`config.mk`:
```
export PLATFORM = sky130hd
export DESIGN_NAME = systolic_host_seq_flat
export DESIGN_NICKNAME = d
export VERILOG_FILES = /design/src/rtl/systolic_host_seq_if.sv /design/src/rtl/systolic_host_seq.sv /design/src/flat_wrapper.sv
export SDC_FILE = /design/constraint.sdc
export NUM_CORES = 1
export LEC_CHECK = 0
export CORE_MARGIN = 2
export CORE_UTILIZATION = 24
export CTS_CLUSTER_SIZE = 8
export DETAILED_ROUTE_END_ITERATION = 7
export GPL_ROUTABILITY_DRIVEN = 0
export HOLD_SLACK_MARGIN = 0.08
export SLEW_MARGIN = 25
export SYNTH_ARGS = -nofsm -noshare
export SYNTH_HDL_FRONTEND = slang
export SYNTH_SLANG_ARGS = --single-unit
```
`constraint.sdc`:
```
create_clock -name Clock -period 2.6 [get_ports Clock]
set_input_delay 0.39 -clock Clock [delete_from_list [all_inputs] [get_ports Clock]]
set_output_delay 0.39 -clock Clock [all_outputs]
set_load 0.02 [all_outputs]
```
`src/rtl/systolic_host_seq_if.sv`:
```
// systolic_host_seq_if
// External register-access bus of the systolic host controller.
//   ext_we / ext_addr / ext_wdata : write strobe, address and data
//   ext_re                        : read strobe
//   ext_rdata / ext_rvalid        : registered read response
// Handshake: the bus has no ready signal and never stalls. A write commits on
// the rising edge where ext_we=1. A read issued on the edge where ext_re=1
// returns ext_rvalid=1 with ext_rdata exactly one cycle later. ext_rvalid is
// 0 after any edge where ext_re was 0, and ext_rdata then keeps its last value.
// master = host side, slave = controller side.
interface systolic_host_seq_if #(
  parameter int AW = 8,
  parameter int DW = 16
);
  logic          ext_we;
  logic          ext_re;
  logic [AW-1:0] ext_addr;
  logic [DW-1:0] ext_wdata;
  logic [DW-1:0] ext_rdata;
  logic          ext_rvalid;

  modport master (
    output ext_we, ext_re, ext_addr, ext_wdata,
    input  ext_rdata, ext_rvalid
  );

  modport slave (
    input  ext_we, ext_re, ext_addr, ext_wdata,
    output ext_rdata, ext_rvalid
  );
endinterface

```
`src/rtl/systolic_host_seq.sv`:
```
// systolic_host_seq
// Host-side controller for an NxN systolic array. Holds the B weight matrix,
// the A left-edge vector and the captured result vector in one flat address
// space (B at 0..N*N-1, A next, then R, read-only) and runs a start-triggered
// CLEAR -> LOAD_B -> STREAM -> DRAIN -> CAPTURE sequence.
// Ports:
//   Clock, rst_n        : clock, asynchronous active-low reset
//   ext                 : register-access bus (slave side)
//   start               : begin a sequence, sampled only in IDLE
//   busy, done          : sequence in progress / results-captured pulse
//   wr_err              : sticky, A/B write attempted while busy
//   data_clear, en_shift_right, en_shift_bottom : array control
//   a_left_out, b_top_out, ps_top_out           : array inputs
//   ps_bottom_in        : array bottom-edge partial sums
//   state_dbg           : current FSM state encoding
module systolic_host_seq #(
  parameter int N         = 4,
  parameter int DW        = 16,
  parameter int AW        = 8,
  parameter int DRAIN_CYC = 4
) (
  input  logic                Clock,
  input  logic                rst_n,
  systolic_host_seq_if.slave  ext,
  input  logic                start,
  output logic                busy,
  output logic                done,
  output logic                wr_err,
  output logic                data_clear,
  output logic                en_shift_right,
  output logic                en_shift_bottom,
  output logic [N*DW-1:0]     a_left_out,
  output logic [N*DW-1:0]     b_top_out,
  output logic [N*DW-1:0]     ps_top_out,
  input  logic [N*DW-1:0]     ps_bottom_in,
  output logic [2:0]          state_dbg
);

  typedef enum logic [2:0] {
    S_IDLE    = 3'd0,
    S_CLEAR   = 3'd1,
    S_LOAD_B  = 3'd2,
    S_STREAM  = 3'd3,
    S_DRAIN   = 3'd4,
    S_CAPTURE = 3'd5
  } state_t;

  // Phase counter only needs to reach the longest phase length minus one.
  localparam int CMAX = (N > DRAIN_CYC) ? N : DRAIN_CYC;
  localparam int CW   = $clog2(CMAX);

  localparam int unsigned B_END = N * N;
  localparam int unsigned A_END = N * N + N;
  localparam int unsigned R_END = N * N + 2 * N;

  state_t        state, state_nx;
  logic [CW-1:0] cnt;

  logic [DW-1:0] b_mem [N*N];
  logic [DW-1:0] a_mem [N];
  logic [DW-1:0] r_mem [N];

  logic [31:0]   addr32;
  logic          hit_b, hit_a, hit_r;
  logic          ab_wr, wr_ok;
  logic [DW-1:0] rd_mux;

  assign addr32 = 32'(ext.ext_addr);
  assign hit_b  = (addr32 < B_END);
  assign hit_a  = (addr32 >= B_END) && (addr32 < A_END);
  assign hit_r  = (addr32 >= A_END) && (addr32 < R_END);
  assign ab_wr  = ext.ext_we && (hit_a || hit_b);
  assign wr_ok  = ab_wr && (state == S_IDLE);

  assign busy       = (state != S_IDLE);
  assign ps_top_out = '0;
  assign state_dbg  = state;

  // State register and phase counter; the counter restarts on every state change.
  always_ff @(posedge Clock or negedge rst_n) begin
    if (!rst_n) begin
      state <= S_IDLE;
      cnt   <= '0;
    end else begin
      state <= state_nx;
      if (state_nx != state) cnt <= '0;
      else if (state != S_IDLE) cnt <= cnt + CW'(1);
    end
  end

  always_comb begin
    state_nx        = state;
    data_clear      = 1'b0;
    en_shift_right  = 1'b0;
    en_shift_bottom = 1'b0;
    done            = 1'b0;
    case (state)
      S_IDLE:    if (start) state_nx = S_CLEAR;
      S_CLEAR: begin
        data_clear = 1'b1;
        state_nx   = S_LOAD_B;
      end
      S_LOAD_B: begin
        en_shift_bottom = 1'b1;
        if (cnt == CW'(N - 1)) state_nx = S_STREAM;
      end
      S_STREAM: begin
        en_shift_right = 1'b1;
        if (cnt == CW'(N - 1)) state_nx = S_DRAIN;
      end
      S_DRAIN: begin
        en_shift_bottom = 1'b1;
        if (cnt == CW'(DRAIN_CYC - 1)) state_nx = S_CAPTURE;
      end
      S_CAPTURE: begin
        done     = 1'b1;
        state_nx = S_IDLE;
      end
      default:   state_nx = S_IDLE;
    endcase
  end

  // Register file, result capture and the sticky write-error flag.
  always_ff @(posedge Clock or negedge rst_n) begin
    if (!rst_n) begin
      for (int i = 0; i < N * N; i++) b_mem[i] <= '0;
      for (int i = 0; i < N; i++) begin
        a_mem[i] <= '0;
        r_mem[i] <= '0;
      end
      wr_err <= 1'b0;
    end else begin
      for (int i = 0; i < N * N; i++)
        if (wr_ok && (addr32 == 32'(i))) b_mem[i] <= ext.ext_wdata;
      for (int i = 0; i < N; i++)
        if (wr_ok && (addr32 == 32'(N * N + i))) a_mem[i] <= ext.ext_wdata;
      if (state == S_CAPTURE)
        for (int j = 0; j < N; j++) r_mem[j] <= ps_bottom_in[j*DW +: DW];
      // A rejected write can only occur outside IDLE, so it never collides
      // with the clear from an accepted start.
      if (ab_wr && (state != S_IDLE)) wr_err <= 1'b1;
      else if ((state == S_IDLE) && start) wr_err <= 1'b0;
    end
  end

  always_comb begin
    rd_mux = '0;
    if (hit_b) begin
      for (int i = 0; i < N * N; i++)
        if (addr32 == 32'(i)) rd_mux = b_mem[i];
    end else if (hit_a) begin
      for (int i = 0; i < N; i++)
        if (addr32 == 32'(N * N + i)) rd_mux = a_mem[i];
    end else if (hit_r) begin
      for (int i = 0; i < N; i++)
        if (addr32 == 32'(N * N + N + i)) rd_mux = r_mem[i];
    end
  end

  // Read port samples the pre-write contents, so a same-cycle read and write
  // of one address returns the old value.
  always_ff @(posedge Clock or negedge rst_n) begin
    if (!rst_n) begin
      ext.ext_rdata  <= '0;
      ext.ext_rvalid <= 1'b0;
    end else begin
      ext.ext_rvalid <= ext.ext_re;
      if (ext.ext_re) ext.ext_rdata <= rd_mux;
    end
  end

  always_comb begin
    a_left_out = '0;
    for (int i = 0; i < N; i++) a_left_out[i*DW +: DW] = a_mem[i];
  end

  // Rows are fed bottom-up: phase step k presents row N-1-k.
  always_comb begin
    b_top_out = '0;
    if (state == S_LOAD_B) begin
      for (int r = 0; r < N; r++)
        if (cnt == CW'(N - 1 - r))
          for (int c = 0; c < N; c++) b_top_out[c*DW +: DW] = b_mem[r*N + c];
    end
  end

endmodule
```
`src/flat_wrapper.sv`:
```
// flat-port wrapper written by rule: the top's interface ports become plain ports
module systolic_host_seq_flat 
#(
  parameter int N         = 4,
  parameter int DW        = 16,
  parameter int AW        = 8,
  parameter int DRAIN_CYC = 4
)
  (Clock, rst_n, start, busy, done, wr_err, data_clear, en_shift_right, en_shift_bottom, a_left_out, b_top_out, ps_top_out, ps_bottom_in, state_dbg, ext_ext_we, ext_ext_re, ext_ext_addr, ext_ext_wdata, ext_ext_rdata, ext_ext_rvalid);
  systolic_host_seq_if #(.AW(AW), .DW(DW)) ext_i ();
  input  logic Clock;
  input  logic rst_n;
  input  logic start;
  output logic busy;
  output logic done;
  output logic wr_err;
  output logic data_clear;
  output logic en_shift_right;
  output logic en_shift_bottom;
  output logic [N*DW-1:0] a_left_out;
  output logic [N*DW-1:0] b_top_out;
  output logic [N*DW-1:0] ps_top_out;
  input  logic [N*DW-1:0] ps_bottom_in;
  output logic [2:0] state_dbg;
  input wire logic [$bits(ext_i.ext_we)-1:0] ext_ext_we;
  input wire logic [$bits(ext_i.ext_re)-1:0] ext_ext_re;
  input wire logic [$bits(ext_i.ext_addr)-1:0] ext_ext_addr;
  input wire logic [$bits(ext_i.ext_wdata)-1:0] ext_ext_wdata;
  output wire logic [$bits(ext_i.ext_rdata)-1:0] ext_ext_rdata;
  output wire logic [$bits(ext_i.ext_rvalid)-1:0] ext_ext_rvalid;
  assign ext_i.ext_we = ext_ext_we;
  assign ext_i.ext_re = ext_ext_re;
  assign ext_i.ext_addr = ext_ext_addr;
  assign ext_i.ext_wdata = ext_ext_wdata;
  assign ext_ext_rdata = ext_i.ext_rdata;
  assign ext_ext_rvalid = ext_i.ext_rvalid;
  systolic_host_seq #(.N(N), .DW(DW), .AW(AW), .DRAIN_CYC(DRAIN_CYC)) u_core (.Clock(Clock), .rst_n(rst_n), .ext(ext_i), .start(start), .busy(busy), .done(done), .wr_err(wr_err), .data_clear(data_clear), .en_shift_right(en_shift_right), .en_shift_bottom(en_shift_bottom), .a_left_out(a_left_out), .b_top_out(b_top_out), .ps_top_out(ps_top_out), .ps_bottom_in(ps_bottom_in), .state_dbg(state_dbg));
endmodule
```
* Yosys cells after proc, flatten, opt, wreduce, memory -nomap -nowiden
Cells that the tools add are included. W data, S select, Z words.
Cells by class: add/subtract/negate cells 1, $lt $le $gt $ge 5, equal/unequal tests 32, mux-type cells 45, reductions and logical operators 34
Operators with widths (number):
- $mux W16 | 27
- $mux W64 | 5
- $eq A8 B4 Y1 const B | 8
- $eq A8 B5 Y1 const B | 8
- $eq A8 B3 Y1 const B | 4
- $logic_not A32 Y1 | 1
- $logic_and A1 B1 Y1 | 26
- $lt A8 B5 Y1 const B | 3
- $eq A8 B2 Y1 const B | 2
- $ge A8 B5 Y1 const B | 2
- $pmux W3 S5 | 1
- $mux W3 | 4
- $eq A8 B1 Y1 const B | 1
- $eq A3 B2 Y1 const B | 2
- $eq A3 B3 Y1 const B | 2
- $mux W1 | 6
- $eq A2 B2 Y1 const B | 2
- $mux W2 | 2
- $reduce_bool A2 Y1 | 2
- $eq A3 B1 Y1 const B | 1
- $logic_not A3 Y1 | 1
- $ne A3 B3 Y1 | 1
- $reduce_bool A3 Y1 | 1
- $add A2 B1 Y2 const B | 1
- other kinds (4) | 4
Word-level totals: register bits 407, input port bits 93, output and inout port bits 218, logic and storage cells 146

* Logic depth before layout (Yosys ltp)
depth in word-level cells 18, mapped depth 10

* Worst setup path before layout
No wires, ideal clock.
kind reg2reg, start point reg u_core.state[1], in the netlist u_core.state_dbg[1], end point reg u_core.b_mem[70] (netlist name), data arrival time 2.249 ns, required time 2.475 ns, path slack 0.226 ns, cell stages (with the launch flop) 7, path buffers 2, period minus slack after synthesis 2.374 ns, cell sequence dfrtp_1 > clkbuf_1 > nor3_1 > o211ai_4 > nor2_2 > buf_4 > mux2_2
On the way: word-level cells in the longest chain between the ends 3
Ends and longest elaborated chain:
- start, declared | RTL line systolic_host_seq.sv:56 | state_t state, state_nx;
- start signal, assigned | RTL line systolic_host_seq.sv:85 | state <= state_nx;
- $logic_not A3 Y1 | RTL line systolic_host_seq.sv:73 | assign wr_ok = ab_wr && (state == S_IDLE);
- $logic_and A1 B1 Y1 | RTL line systolic_host_seq.sv:73
- $logic_and A1 B1 Y1 | RTL line systolic_host_seq.sv:134 | if (wr_ok && (addr32 == 32'(i))) b_mem[i] <= ext.ext_wdata;
- end signal, assigned by index | RTL line systolic_host_seq.sv:134
- end, declared | RTL line systolic_host_seq.sv:59 | logic [DW-1:0] b_mem [N*N];
Every way passes these cells. A chain may end at the register's enable or synchronous reset.

* Worst setup path after layout
start point reg u_core.cnt[0], end point out b_top_out[19]
On the way: word-level cells in the longest chain between the ends 6, elaborated cells between the ends (all ways) 9, classes of those cells eq/ne: 3; mux: 5; reduce/logical: 1
Ends and longest elaborated chain:
- start, declared | RTL line systolic_host_seq.sv:57 | logic [CW-1:0] cnt;
- start signal, assigned | RTL line systolic_host_seq.sv:87 | else if (state != S_IDLE) cnt <= cnt + CW'(1);
- $eq A2 B2 Y1 | RTL line systolic_host_seq.sv:182 | if (cnt == CW'(N - 1 - r))
- $mux W64 (3 in a row) | RTL line systolic_host_seq.sv:182
- $mux W64 (*) | RTL line systolic_host_seq.sv:182
- $mux W64 (*) | RTL line systolic_host_seq.sv:180 | if (state == S_LOAD_B) begin
- end, declared | RTL line flat_wrapper.sv:21 | output logic [N*DW-1:0] b_top_out;
Every way passes the cells marked *; elsewhere a longest branch is shown, timed or not.

==> summary.md <==
| Metric | Value |
|---|---|
| CTS H-tree depth | `2` |
| Number of enable flip-flop cells after synthesis | `0` |
| Count of final hold-check violations | `0` |
| Clock buffer count from CTS | `56` |
| Most common library cell in the layout ignoring fill and taps | `sky130_fd_sc_hd__dfrtp_1` |
| Final net count | `2359` |
| Top delay family on crit path | `buffers and inverters` |
| WS Path Type | `reg -> out` |
| Mean cell area of the mapped netlist | `11.9 µm²` |
| Starting DRC count in detailed routing | `1508` |
| PnR worst setup slack | `-0.484 ns` |
| Synthesis-to-finish area growth | `38.2%` |
| Mean number of vias per cell | `5.15` |
| All-Layer GR Usage | `0.185` |
| Worst slack, placed | `-0.384 ns` |
| Pin count of the biggest net entering global routing | `66` |
| Commonest cells after routing, fill and taps aside | `sky130_fd_sc_hd__dfrtp_1 (405), sky130_fd_sc_hd__mux2_2 (335), sky130_fd_sc_hd__buf_4 (246)` |
| Wire length after detailed routing | `90.4 mm` |
| Horizontal die dimension | `306 µm` |
| Hold Slack | `0.232 ns` |
| Largest stage delay on the critical path | `0.41 ns` |
| Number of buffers on the longest clock path | `3` |
| Sequential area share after synthesis | `0.464` |
| Crit end category | `output pin` |
| Total power divided by cell area | `759 nW/µm²` |
| Insertion delay of the later-clocked pin in the worst-skew pair | `0.61 ns` |
| Number of buffer and inverter stages on the critical path | `7` |
| Critical path arrival | `2.69 ns` |
| Cells along the critical path | `inv_2, ha_4, nor2_4, buf_12, buf_12, buf_8, buf_6, a221oi_2, nor3_1, a21oi_1, buf_4, nor2_1, buf_4` |
| Pin slew with the least headroom to its limit | `0.949 ns` |
| Status | `finished, violations left` |
| Area of the mapped netlist | `22000 µm²` |
| Predominant post-synthesis flop cell | `sky130_fd_sc_hd__dfrtp_1` |
| Initial antenna violation count | `2` |
| I/O pin cnt | `311` |
| Number of global-route vias before repair | `17900` |
| Number of different library cells in the post-synthesis netlist | `61` |
| DRC viols | `0` |
| Synth warn | `0` |
| Overall overflow remaining after global route | `0` |
| Detailed-route wire length per cell | `26.3 µm` |
| Gate count of the mapped netlist | `1845` |
| Path type of the worst min-delay path | `in -> reg` |
| Worst endpoint required time | `2.21 ns` |
| Clock slew at reported path FFs | `0.05 ns` |
| Worst-path cell with the longest stage delay | `sky130_fd_sc_hd__dfrtp_2` |
| Final antenna-violating net count | `0` |
| Die area | `93900 µm²` |
| Number of clock sinks | `407` |
| RSZ-0062 raised after global routing | `yes` |
| Highest clock rate | `0.324 GHz` |
| Violated checks | `negative setup slack` |
| Buffer cell driving the clock tree root | `sky130_fd_sc_hd__clkbuf_16` |
| Final setup violation count | `64` |
| Clock tree from TritonCTS | `built` |
| Core region area | `90300 µm²` |
| Number of maximum-capacitance violations | `0` |
| Number of pins with negative max-slew slack in the final report | `0` |
| Drt pass-1 iters | `5` |
| Layout cells sized above 1 | `0.453` |
| HPWL after detailed placement | `63.9 mm` |
| Startpoint type of the worst setup path | `flip-flop` |
| Cell row count | `110` |
| Static power due to leakage | `14.0 nW` |
| Share of the cycle needed by the critical path after routing | `1.19` |
| Fraction of registers with async set/reset | `1.00` |
| Relative slew slack | `0.365` |
| Critical path fanouts, max | `6` |
| Worst ir drop on vdd | `0.492 mV` |
| Antenna diodes | `0` |
| Initial cell density of the core | `0.243` |
| First-pass GRT wire length | `128 mm` |
| Via count of the routed design | `17700` |
| Largest clock skew in the final design | `0.0242 ns` |
| Synth Register Bits | `407` |
| Final period demand of the worst path | `3.08 ns` |
| Standard cell area after detailed placement | `27400 µm²` |
| Die Span Y | `306 µm` |
| Design area | `30300 µm²` |
| FF-to-FF setup slack | `0.44 ns` |
| Number of buffer cells added on primary ports | `246` |
layer usage:
layer | global-route usage | vias to the layer above | routed length, µm
met5 | 0 | - | 0
met4 | 0.0752 | 0 | 4240
met1 | 0.230 | 9206 | 35300
met3 | 0.0320 | 189 | 6190
met2 | 0.319 | 840 | 44700
li1 | - | 7473 | -
registers in the layout, indices dropped and copies added (netlist names):
register,count
u_core.wr_err,1
u_core.r_mem,64
u_core.a_left_out,64
u_core.cnt,2
u_core.ext.ext_rvalid,1
u_core.state_dbg,3
u_core.b_mem,256
u_core.ext.ext_rdata,16
kinds of logic after synthesis:
group	synth area share
multiplexers	0.275
flip-flops	0.464
AND/OR/NAND/NOR	0.0898
AO/OA/AOI/OAI	0.106
buffers and inverters	0.0622
adder cells (fa/ha/maj)	0.00228
other	0.000171
XOR/XNOR	0.000399
final cells by class:
type	count	area (µm²)
Clock buffer	58	1430
Clock inverter	2	17.5
Fill cell	8959	59900
Inverter	12	45.0
Multi-Input combinational cell	1255	11700
Sequential cell	407	10200
Tap cell	1176	1470
Timing Repair Buffer	530	5520
repair_timing:
item | 4_1_cts | 5_1_grt
hold buffers | 1 | 0
setup endpoints to repair | 65 | 66
pin swaps | 12 | 63
setup buffers | 18 | 17
hold endpoints to repair | 55 | 0
resized for setup | 271 | 177
cloned | 4 | 4
path summary, 6_finish.rpt:
| kind | start | to | cells after the start |
|---|---|---|---|
| min in group asynchronous | rst_n | u_core.a_left_out[19]$_DFFE_PN0P_ | 2 |
| setup reg to reg | u_core.state_dbg[1]$_DFF_PN0_ | u_core.a_left_out[11]$_DFFE_PN0P_ | 7 |
| max in group asynchronous | rst_n | u_core.r_mem[48]$_DFFE_PN0P_ | 3 |
| setup / recovery | u_core.cnt[0]$_DFFE_PN0P_ | b_top_out[19] | 13 |
| hold reg to reg | u_core.wr_err$_DFFE_PN0P_ | u_core.wr_err$_DFFE_PN0P_ | 2 |
| hold / removal | ext_ext_re | u_core.ext.ext_rvalid$_DFF_PN0_ | 1 |
synthesized netlist by cell type, types with 5 or more instances:
| cell | n | area (µm²) |
|---|---|---|
| sky130_fd_sc_hd__nand2b_1 | 9 | 56.3 |
| sky130_fd_sc_hd__and3_1 | 5 | 31.3 |
| sky130_fd_sc_hd__nand2_4 | 15 | 169 |
| sky130_fd_sc_hd__a31oi_1 | 7 | 43.8 |
| sky130_fd_sc_hd__o21ai_0 | 55 | 275 |
| sky130_fd_sc_hd__mux2i_1 | 20 | 200 |
| sky130_fd_sc_hd__a21oi_1 | 111 | 556 |
| sky130_fd_sc_hd__inv_1 | 12 | 45.0 |
| sky130_fd_sc_hd__nor3_1 | 69 | 345 |
| sky130_fd_sc_hd__o211ai_1 | 8 | 60.1 |
| sky130_fd_sc_hd__buf_6 | 18 | 203 |
| sky130_fd_sc_hd__nand2_1 | 54 | 203 |
| sky130_fd_sc_hd__buf_4 | 71 | 533 |
| sky130_fd_sc_hd__mux4_2 | 50 | 1130 |
| sky130_fd_sc_hd__a211oi_1 | 6 | 45.0 |
| sky130_fd_sc_hd__dfrtp_1 | 407 | 10200 |
| sky130_fd_sc_hd__o31ai_1 | 8 | 60.1 |
| sky130_fd_sc_hd__nor2_1 | 103 | 387 |
| sky130_fd_sc_hd__buf_2 | 32 | 160 |
| sky130_fd_sc_hd__a22oi_1 | 24 | 180 |
| sky130_fd_sc_hd__a22o_1 | 5 | 43.8 |
| sky130_fd_sc_hd__o22ai_1 | 13 | 81.3 |
| sky130_fd_sc_hd__a221oi_1 | 75 | 657 |
| sky130_fd_sc_hd__nor2b_1 | 70 | 438 |
| sky130_fd_sc_hd__o221ai_1 | 7 | 61.3 |
| sky130_fd_sc_hd__buf_1 | 5 | 18.8 |
| sky130_fd_sc_hd__mux2_2 | 335 | 3770 |
| sky130_fd_sc_hd__and2_1 | 5 | 31.3 |
| sky130_fd_sc_hd__mux2_4 | 62 | 931 |
| sky130_fd_sc_hd__clkbuf_1 | 108 | 405 |
| sky130_fd_sc_hd__nand3_1 | 18 | 90.1 |
| sky130_fd_sc_hd__o32ai_1 | 5 | 43.8 |
through the flow:
stage | TNS [ns] | util | instances | power (mW)
CTS | -22.55 | 0.325 | 3424 | 21.9
global placement | -94.47 | 0.303 | 3342 | 14.4
finish | -22.82 | 0.336 | 3440 | 23.0
floorplan | 0 | - | 1908 | 10.6
global route | -28.71 | 0.336 | 3440 | 23.9
detailed placement | -110.61 | 0.303 | 3342 | 14.4
report_power, final:
group | internal, mW | leakage (nW) | switching, mW
logic | 4.23 | 7.76 | 5.26
clock network | 3.81 | 0.713 | 2.73
registers | 6.75 | 5.50 | 0.237
total | 14.8 | 14.0 | 8.23
No activity file was read; power rests on OpenSTA's default activity.
